<file path="src/rtl/uart_pkg.sv">
// Shared UART definitions: FSM state encodings and frame geometry, common to
// the sender and the future receiver.
package uart_pkg;

  typedef enum logic [1:0] {
    IDLE  = 2'd0,
    START = 2'd1,
    DATA  = 2'd2,
    STOP  = 2'd3
  } uart_state_t;

  localparam int FRAME_BITS = 10;
  localparam int DATA_BITS  = 8;

endpackage

</file>
<file path="src/rtl/uart_baud_tick.sv">
// Bit-period counter: emits a one-cycle tick every DIV clocks while clear is low.
// The counter runs 0..DIV-1 and wraps on the tick, so it never overflows.
module uart_baud_tick #(
  parameter int DIV = 16
) (
  input  logic clk,
  input  logic reset,
  input  logic clear,
  output logic tick
);

  localparam int W = (DIV > 1) ? $clog2(DIV) : 1;
  localparam logic [W-1:0] LAST = W'(DIV - 1);

  logic [W-1:0] cnt;

  assign tick = !clear && (cnt == LAST);

  always_ff @(posedge clk or posedge reset) begin
    if (reset) begin
      cnt <= '0;
    end else if (clear || tick) begin
      cnt <= '0;
    end else begin
      cnt <= cnt + 1'b1;
    end
  end

endmodule

</file>
<file path="src/rtl/uart_sender.sv">
// 8N1 UART transmitter: FSM, shift register and registered line output;
// bit timing comes from uart_baud_tick.
//
// state | meaning
// IDLE  | line high, waiting for TX_EN; baud counter held at zero
// START | start bit (0) for one bit period
// DATA  | 8 data bits, LSB first, one bit period each
// STOP  | stop bit (1) for one bit period, then back to IDLE
module uart_sender
  import uart_pkg::*;
#(
  parameter int CLK_FREQ = 100000000,
  parameter int BAUD     = 9600
) (
  input  logic       clk,
  input  logic       reset,
  input  logic       TX_EN,
  input  logic [7:0] TX_DATA,
  output logic       TX_STATUS,
  output logic       UART_TX
);

  localparam int DIV = CLK_FREQ / BAUD;

  uart_state_t          state;
  logic [DATA_BITS-1:0] shreg;
  logic [2:0]           bit_idx;
  logic                 tx_line;
  logic                 tick;
  logic                 clear;

  // Holding the counter clear in IDLE restarts it at acceptance, so the start
  // bit gets a full period like every other bit.
  assign clear     = (state == IDLE);
  assign TX_STATUS = (state != IDLE);
  assign UART_TX   = tx_line;

  uart_baud_tick #(.DIV(DIV)) u_baud (
    .clk   (clk),
    .reset (reset),
    .clear (clear),
    .tick  (tick)
  );

  always_ff @(posedge clk or posedge reset) begin
    if (reset) begin
      state   <= IDLE;
      shreg   <= '0;
      bit_idx <= '0;
      tx_line <= 1'b1;
    end else begin
      case (state)
        IDLE: begin
          tx_line <= 1'b1;
          if (TX_EN) begin
            shreg   <= TX_DATA;
            bit_idx <= '0;
            tx_line <= 1'b0;
            state   <= START;
          end
        end
        START: begin
          if (tick) begin
            tx_line <= shreg[0];
            shreg   <= shreg >> 1;
            state   <= DATA;
          end
        end
        DATA: begin
          if (tick) begin
            bit_idx <= bit_idx + 3'd1;
            if (bit_idx == 3'd7) begin
              tx_line <= 1'b1;
              state   <= STOP;
            end else begin
              tx_line <= shreg[0];
              shreg   <= shreg >> 1;
            end
          end
        end
        STOP: begin
          tx_line <= 1'b1;
          if (tick) begin
            state <= IDLE;
          end
        end
        default: state <= IDLE;
      endcase
    end
  end

endmodule

</file>
<file path="config.mk">
export PLATFORM = sky130hd
export DESIGN_NAME = uart_sender
export DESIGN_NICKNAME = d
export VERILOG_FILES = /design/src/rtl/uart_pkg.sv /design/src/rtl/uart_baud_tick.sv /design/src/rtl/uart_sender.sv
export SDC_FILE = /design/constraint.sdc
export NUM_CORES = 1
export LEC_CHECK = 0
export ABC_AREA = 1
export BUFFER_PORTS_ARGS = -buffer_cell sky130_fd_sc_hd__buf_2
export CAP_MARGIN = 20
export CORE_UTILIZATION = 41
export CTS_CLUSTER_DIAMETER = 50
export CTS_CLUSTER_SIZE = 40
export DETAILED_ROUTE_END_ITERATION = 10
export SYNTH_ARGS = -nofsm -noshare
export SYNTH_HDL_FRONTEND = slang
export SYNTH_SLANG_ARGS = --single-unit
</file>
<file path="constraint.sdc">
create_clock -name clk -period 2 [get_ports clk]
set_input_delay 0.2 -clock clk [delete_from_list [all_inputs] [get_ports clk]]
set_output_delay 0.2 -clock clk [all_outputs]
set_load 0.03 [all_outputs]
</file>
==> results of run 1 <==
==> final cells by class <==
cell class | instances | share of cell area
flip-flops and latches | 28 | 0.377
inverters | 26 | 0.0523
clock buffers | 3 | 0.0221
well taps | 48 | 0.0322
clock inverters | 1 | 0.0161
repair buffers | 14 | 0.0416
multi-input cells | 155 | 0.459
==> cells in the mapped netlist, drive strengths merged, types with 2 or more instances <==
cell type,number,area share
inv,26,0.059
xor2,4,0.021
o21ai,3,0.011
nor3,8,0.027
nand3,22,0.077
a21oi,3,0.0090
nor3b,2,0.0090
dfrtp,27,0.41
mux2,7,0.047
nand4,2,0.0075
ha,8,0.060
nor4,2,0.0075
nor2,29,0.076
nand2,63,0.15
==> metal layers <==
layer  up-vias  wire length [um]  track usage
li1        702                 -            -
met1       577              1550        0.222
met2        21              1310        0.261
met3         2               101       0.0278
met4         0                21       0.0408
met5         -                 0            0
==> logic make-up (layout without fill, tap and decap cells) <==
logic type	Yosys count	in the layout
simple gates	128	128
mux	7	7
flops	28	28
fa+ha+maj	8	8
buf+inv	28	44
compound gates	8	8
xor+xnor	4	4
==> sequential cells by signal, summed over array words and instances, names as in the netlist <==
register and count:
UART_TX 1, bit_idx 3, shreg 8, state 2, u_baud.cnt 14
==> tightest hold or removal path: stages <==
cell     delay [ns]
buf_2          0.10
nand2_1        0.05
nand3_1        0.07
nand2_1        0.05
==> what timing repair did <==
action                                  CTS  global route
endpoints found under the hold margin    27             0
setup buffers                             0             0
hold buffers                              1             0
endpoints found under the setup margin    0             0
==> metrics by stage <==
stage	total power [uW]	setup slack [ns]	cells	hold slack, ns
finish	2350	0.286	275	0.197
global route	2570	0.0854	275	0.218
CTS	2390	0.271	275	0.202
detailed placement	1930	0.295	270	0.288
global placement	1930	0.312	270	0.285
floorplan	1710	0.381	211	0.265
==> power by group through the flow <==
| stage | clock network, uW | logic, uW | registers [uW] |
|---|---|---|---|
| finish | 445 | 1090 | 805 |
| global route | 483 | 1250 | 829 |
| CTS | 463 | 1120 | 806 |
| detailed placement | 0 | 1110 | 817 |
| global placement | 0 | 1110 | 817 |
| floorplan | 0 | 894 | 817 |
==> path summary, 6_finish.rpt <==
check,endpoint,cells past startpoint
setup / recovery,shreg[7],10
hold / removal,UART_TX,4
setup reg to reg,shreg[7],10
hold reg to reg,shreg[0],2
max in group asynchronous,UART_TX,4
min in group asynchronous,u_baud.cnt[0],4
==> results.yml, run 1 <==
critical_path:
  cp-end-kind: "flip-flop"
  cp_top_family: "simple AND/OR/NAND/NOR gates"
  cp.arrival_ns: 1.89
  worstSetupPathType: "reg2reg"
  critPathLaunchType: "flip-flop"
  required_ns: 2.17
  crit_chain: "inv_1 > ha_1 > inv_2 > nor2_1 > inv_1 > o21ai_2 > nor2_2 > nand2_4 > nand2_1 > nand2_1"
  cp_slowest_cell: "dfrtp_1"
  cp-startpoint: "state[0]"
  critPathBufInv: 3
  r2r_slack_ns: 0.29
  r2r_start: "state[0]"
  cp_max_fo: 9
  cpPeakStageDelay_ns: 0.40
logic_synthesis:
  synth_compound_area_frac: 0.0293
  synth_xor_area_frac: 0.0210
  avgSynthCellArea_um2: 7.90
  synth-adder-area-share: 0.0601
  syn-cell-area_um2: 1670
  synthesis.nets: 230
  synth-main-ff-cell: "dfrtp_1"
  synth_cell_types: 28
  netlist_instances: 211
  synth_warnings: 0
  ys_seq_area_frac: 0.421
  synth_top_family_by_area: "simple AND/OR/NAND/NOR gates"
  synth_seq_cells: 28
  synthMuxAreaShare: 0.0473
  ys_async_sr_fraction: 1.00
  synth_edf_count: 0
  synth_simple_gate_area_frac: 0.356
min_path:
  hold_start: "TX_EN"
  worstHoldPathType: "in2reg"
placed_design:
  dpl.hpwl_um: 2300
  dpl_cell_area_um2: 1780
  port_buffers: 12
  place_congestion: 0.820
timing:
  tightest_slew_ns: 0.423
  max_freq_mhz: 584
  max_slew_margin: 0.718
  setup-tns-final_ns: 0
  fin_crit_ns: 1.71
  finalHoldViolCount: 0
  rsz0062_at_grt: "false"
  slew_viol_final: 0
  finClkSkew_ns: 0.00244
  finalCritPeriodShare: 0.857
  setup_viol: 0
floorplanning:
  fp-row-count: 22
  die_height_um: 65.8
  core_area_um2: 3770
  start_util: 0.442
  die_area_um2: 4320
  die_w_um: 65.8
  pin_count: 13
layout:
  stdcell_area_um2: 1860
  layout_common_cells: "nand2_1, dfrtp_1, nor2_1, inv_1, nand3_1"
  drive_above_1_share: 0.181
  layout_commonest_cell: "nand2_1"
  nFillCells: 387
  diodes: 0
  final_nets: 247
  regArea_um2: 702
  area_growth_pct: 11.9
  utilization: 0.494
  multi_input_area_um2: 856
drt:
  drtIter0Drc: 86
  via_per_inst: 4.73
  wl_um: 2980
  detail-route-antenna-nets: 0
  route.detailed.drc: 0
  first_pass_iters: 4
  wl_per_cell_um: 10.9
  via_count: 1302
clock_tree:
  htree_levels: 1
  cts_root_buf: "clkbuf_8"
  insertion_delay_ns: 0.27
  cts_tree: "built"
  clk_path_buf_depth: 2
  numCtsBuffers: 3
  cts_resized: 0
  clock_sinks: 28
  cts.clk_slew.worst_paths_ns: 0.10
run_status:
  status: "completed"
pwr:
  switching_power_uw: 953
  switching_share: 0.406
  clkPwrFrac: 0.190
  peakVddDrop_v: 0.000696
  p_leak_uw: 0.000920
  seqPwrFrac: 0.343
  p_int_uw: 1390
  pwr-share-comb: 0.467
  cellPowerDensity_nw_per_um2: 1260
run:
  max_cap_viol_count: 0
grt:
  antenna_found_initial: 0
  grt_pass1_vias: 1258
  overflow: 0
  grt.total_usage: 0.162
  grt_max_degree: 29
  grt_first_pass_wirelength_um: 5370
Note: power is estimated with default switching activity, not from simulation.
==> run 2: changes to the inputs <==
--- a/config.mk
+++ b/config.mk
@@ -8,7 +8,7 @@
 export ABC_AREA = 1
 export BUFFER_PORTS_ARGS = -buffer_cell sky130_fd_sc_hd__buf_2
 export CAP_MARGIN = 20
-export CORE_UTILIZATION = 41
+export CORE_UTILIZATION = 30
 export CTS_CLUSTER_DIAMETER = 50
 export CTS_CLUSTER_SIZE = 40
 export DETAILED_ROUTE_END_ITERATION = 10
==> results.yml, run 2 (synthesis gave the netlist of run 1 again) <==
timing:
  setup_ws_ns: 0.289
  setup-tns-final_ns: 0
  max_freq_mhz: 584
  finalHoldViolCount: 0
  rsz0062_at_grt: "false"
  finClkSkew_ns: 0.00221
  tightest_slew_ns: 0.385
  max_slew_margin: 0.743
  fin_crit_ns: 1.71
  slew_viol_final: 0
  finalCritPeriodShare: 0.856
  setup_viol: 0
critical_path:
  required_ns: 2.18
  cpPeakStageDelay_ns: 0.41
  cp-end-kind: "flip-flop"
  critPathLaunchType: "flip-flop"
  cp.arrival_ns: 1.89
  critPathBufInv: 3
  worstSetupPathType: "reg2reg"
  cp_max_fo: 9
  cp_top_family: "simple AND/OR/NAND/NOR gates"
  cp_slowest_cell: "dfrtp_1"
  crit_chain: "inv_1 > ha_1 > inv_2 > nor2_1 > inv_1 > o21ai_2 > nor2_2 > nand2_4 > nand2_1 > nand2_1"
floorplanning:
  die_w_um: 76.5
  pin_count: 13
  start_util: 0.318
  die_area_um2: 5860
  fp-row-count: 26
  die_height_um: 76.5
  core_area_um2: 5240
clock_tree:
  numCtsBuffers: 3
  clk_path_buf_depth: 2
  cts.clk_slew.worst_paths_ns: 0.10
  clock_sinks: 28
  cts_tree: "built"
  cts_setup_buffers: 0
  cts_root_buf: "clkbuf_8"
  hold_buffers: 1
  insertion_delay_ns: 0.27
  htree_levels: 1
  cts_resized: 0
run:
  max_cap_viol_count: 0
layout:
  area_growth_pct: 12.5
  top_regs: "u_baud.cnt x14, shreg x8, bit_idx x3"
  diodes: 0
  nFillCells: 539
  layout_commonest_cell: "nand2_1"
  layout_common_cells: "nand2_1, dfrtp_1, nor2_1, inv_1, nand3_1"
  largest_reg_flops: 14
  final_nets: 247
  top_register: "u_baud.cnt"
  drive_above_1_share: 0.181
drt:
  via_per_inst: 4.59
  drtIter0Drc: 66
  via_count: 1363
  first_pass_iters: 4
  route.detailed.drc: 0
  wl_um: 3190
  wl_per_cell_um: 10.7
  detail-route-antenna-nets: 0
grt:
  antenna_found_initial: 0
  grt_pass1_vias: 1302
  overflow: 0
  grt_first_pass_wirelength_um: 5600
  grt_max_degree: 29
  grt.total_usage: 0.116
placed_design:
  pre_cts_slack_ns: 0.314
  port_buffers: 12
  dpl.hpwl_um: 2350
  place_congestion: 0.810
pwr:
  p_leak_uw: 0.000913
  peakVddDrop_v: 0.000508
  cellPowerDensity_nw_per_um2: 1210
min_path:
  worstHoldPathType: "in2reg"
run_status:
  status: "completed"
-- run 2: cell types whose count changed in the layout (fill, tap and decap cells not counted), sizes merged --
cell | previous run | this run
bufinv | 1 | 0
clkbuf | 3 | 4
-- run 2: area by class of cell --
| class | instances | area, um^2 | area share |
|---|---|---|---|
| repair buffers | 14 | 77.6 | 0.0414 |
| well taps | 70 | 87.6 | 0.0467 |
| multi-input cells | 155 | 856 | 0.456 |
| clock buffers | 4 | 55.1 | 0.0294 |
| flip-flops and latches | 28 | 702 | 0.374 |
| inverters | 26 | 97.6 | 0.0520 |
-- run 2: worst paths after layout --
path	start	endpoint	slack (ns)	cells after the start
worst max register to register	state[0]	shreg[2]	0.29	10
min in group asynchronous	reset	u_baud.cnt[9]	0.52	4
worst min-delay path	TX_EN	UART_TX	0.19	4
max in group asynchronous	reset	UART_TX	1.16	4
worst max-delay path	state[0]	shreg[2]	0.29	10
worst min register to register	shreg[4]	shreg[4]	0.48	2
-- run 2: metal layers --
metal	global-route usage	routed length [um]	vias up
li1	-	-	699
met1	0.151	1550	642
met2	0.201	1510	20
met3	0.0180	117	2
met4	0.0308	17	0
met5	0	0	-
-- run 2: per-stage QoR --
step / power [uW] / utilization / std cells / area, um^2 / hold WS, ns
6_report: 2270 / 0.358 / 297 / 1880 / 0.193
5_1_grt: 2480 / 0.358 / 297 / 1880 / 0.237
4_1_cts: 2290 / 0.358 / 297 / 1880 / 0.196
3_5_place_dp: 1930 / 0.346 / 292 / 1810 / 0.294
3_3_place_gp: 1920 / 0.346 / 292 / 1810 / 0.291
2_1_floorplan: 1710 / - / 211 / 1670 / 0.265
-- run 2: power breakdown --
group | switching, uW | internal (uW)
registers | 88.6 | 714
logic | 696 | 411
clock network | 182 | 176
-- run 2: worst reg2reg max path, stage by stage, from the launching register on --
cell	delay [ns]
dfrtp_1	0.41
inv_1	0.10
ha_1	0.21
inv_2	0.13
nor2_1	0.06
inv_1	0.08
o21ai_2	0.06
nor2_2	0.31
nand2_4	0.13
nand2_1	0.09
nand2_1	0.05
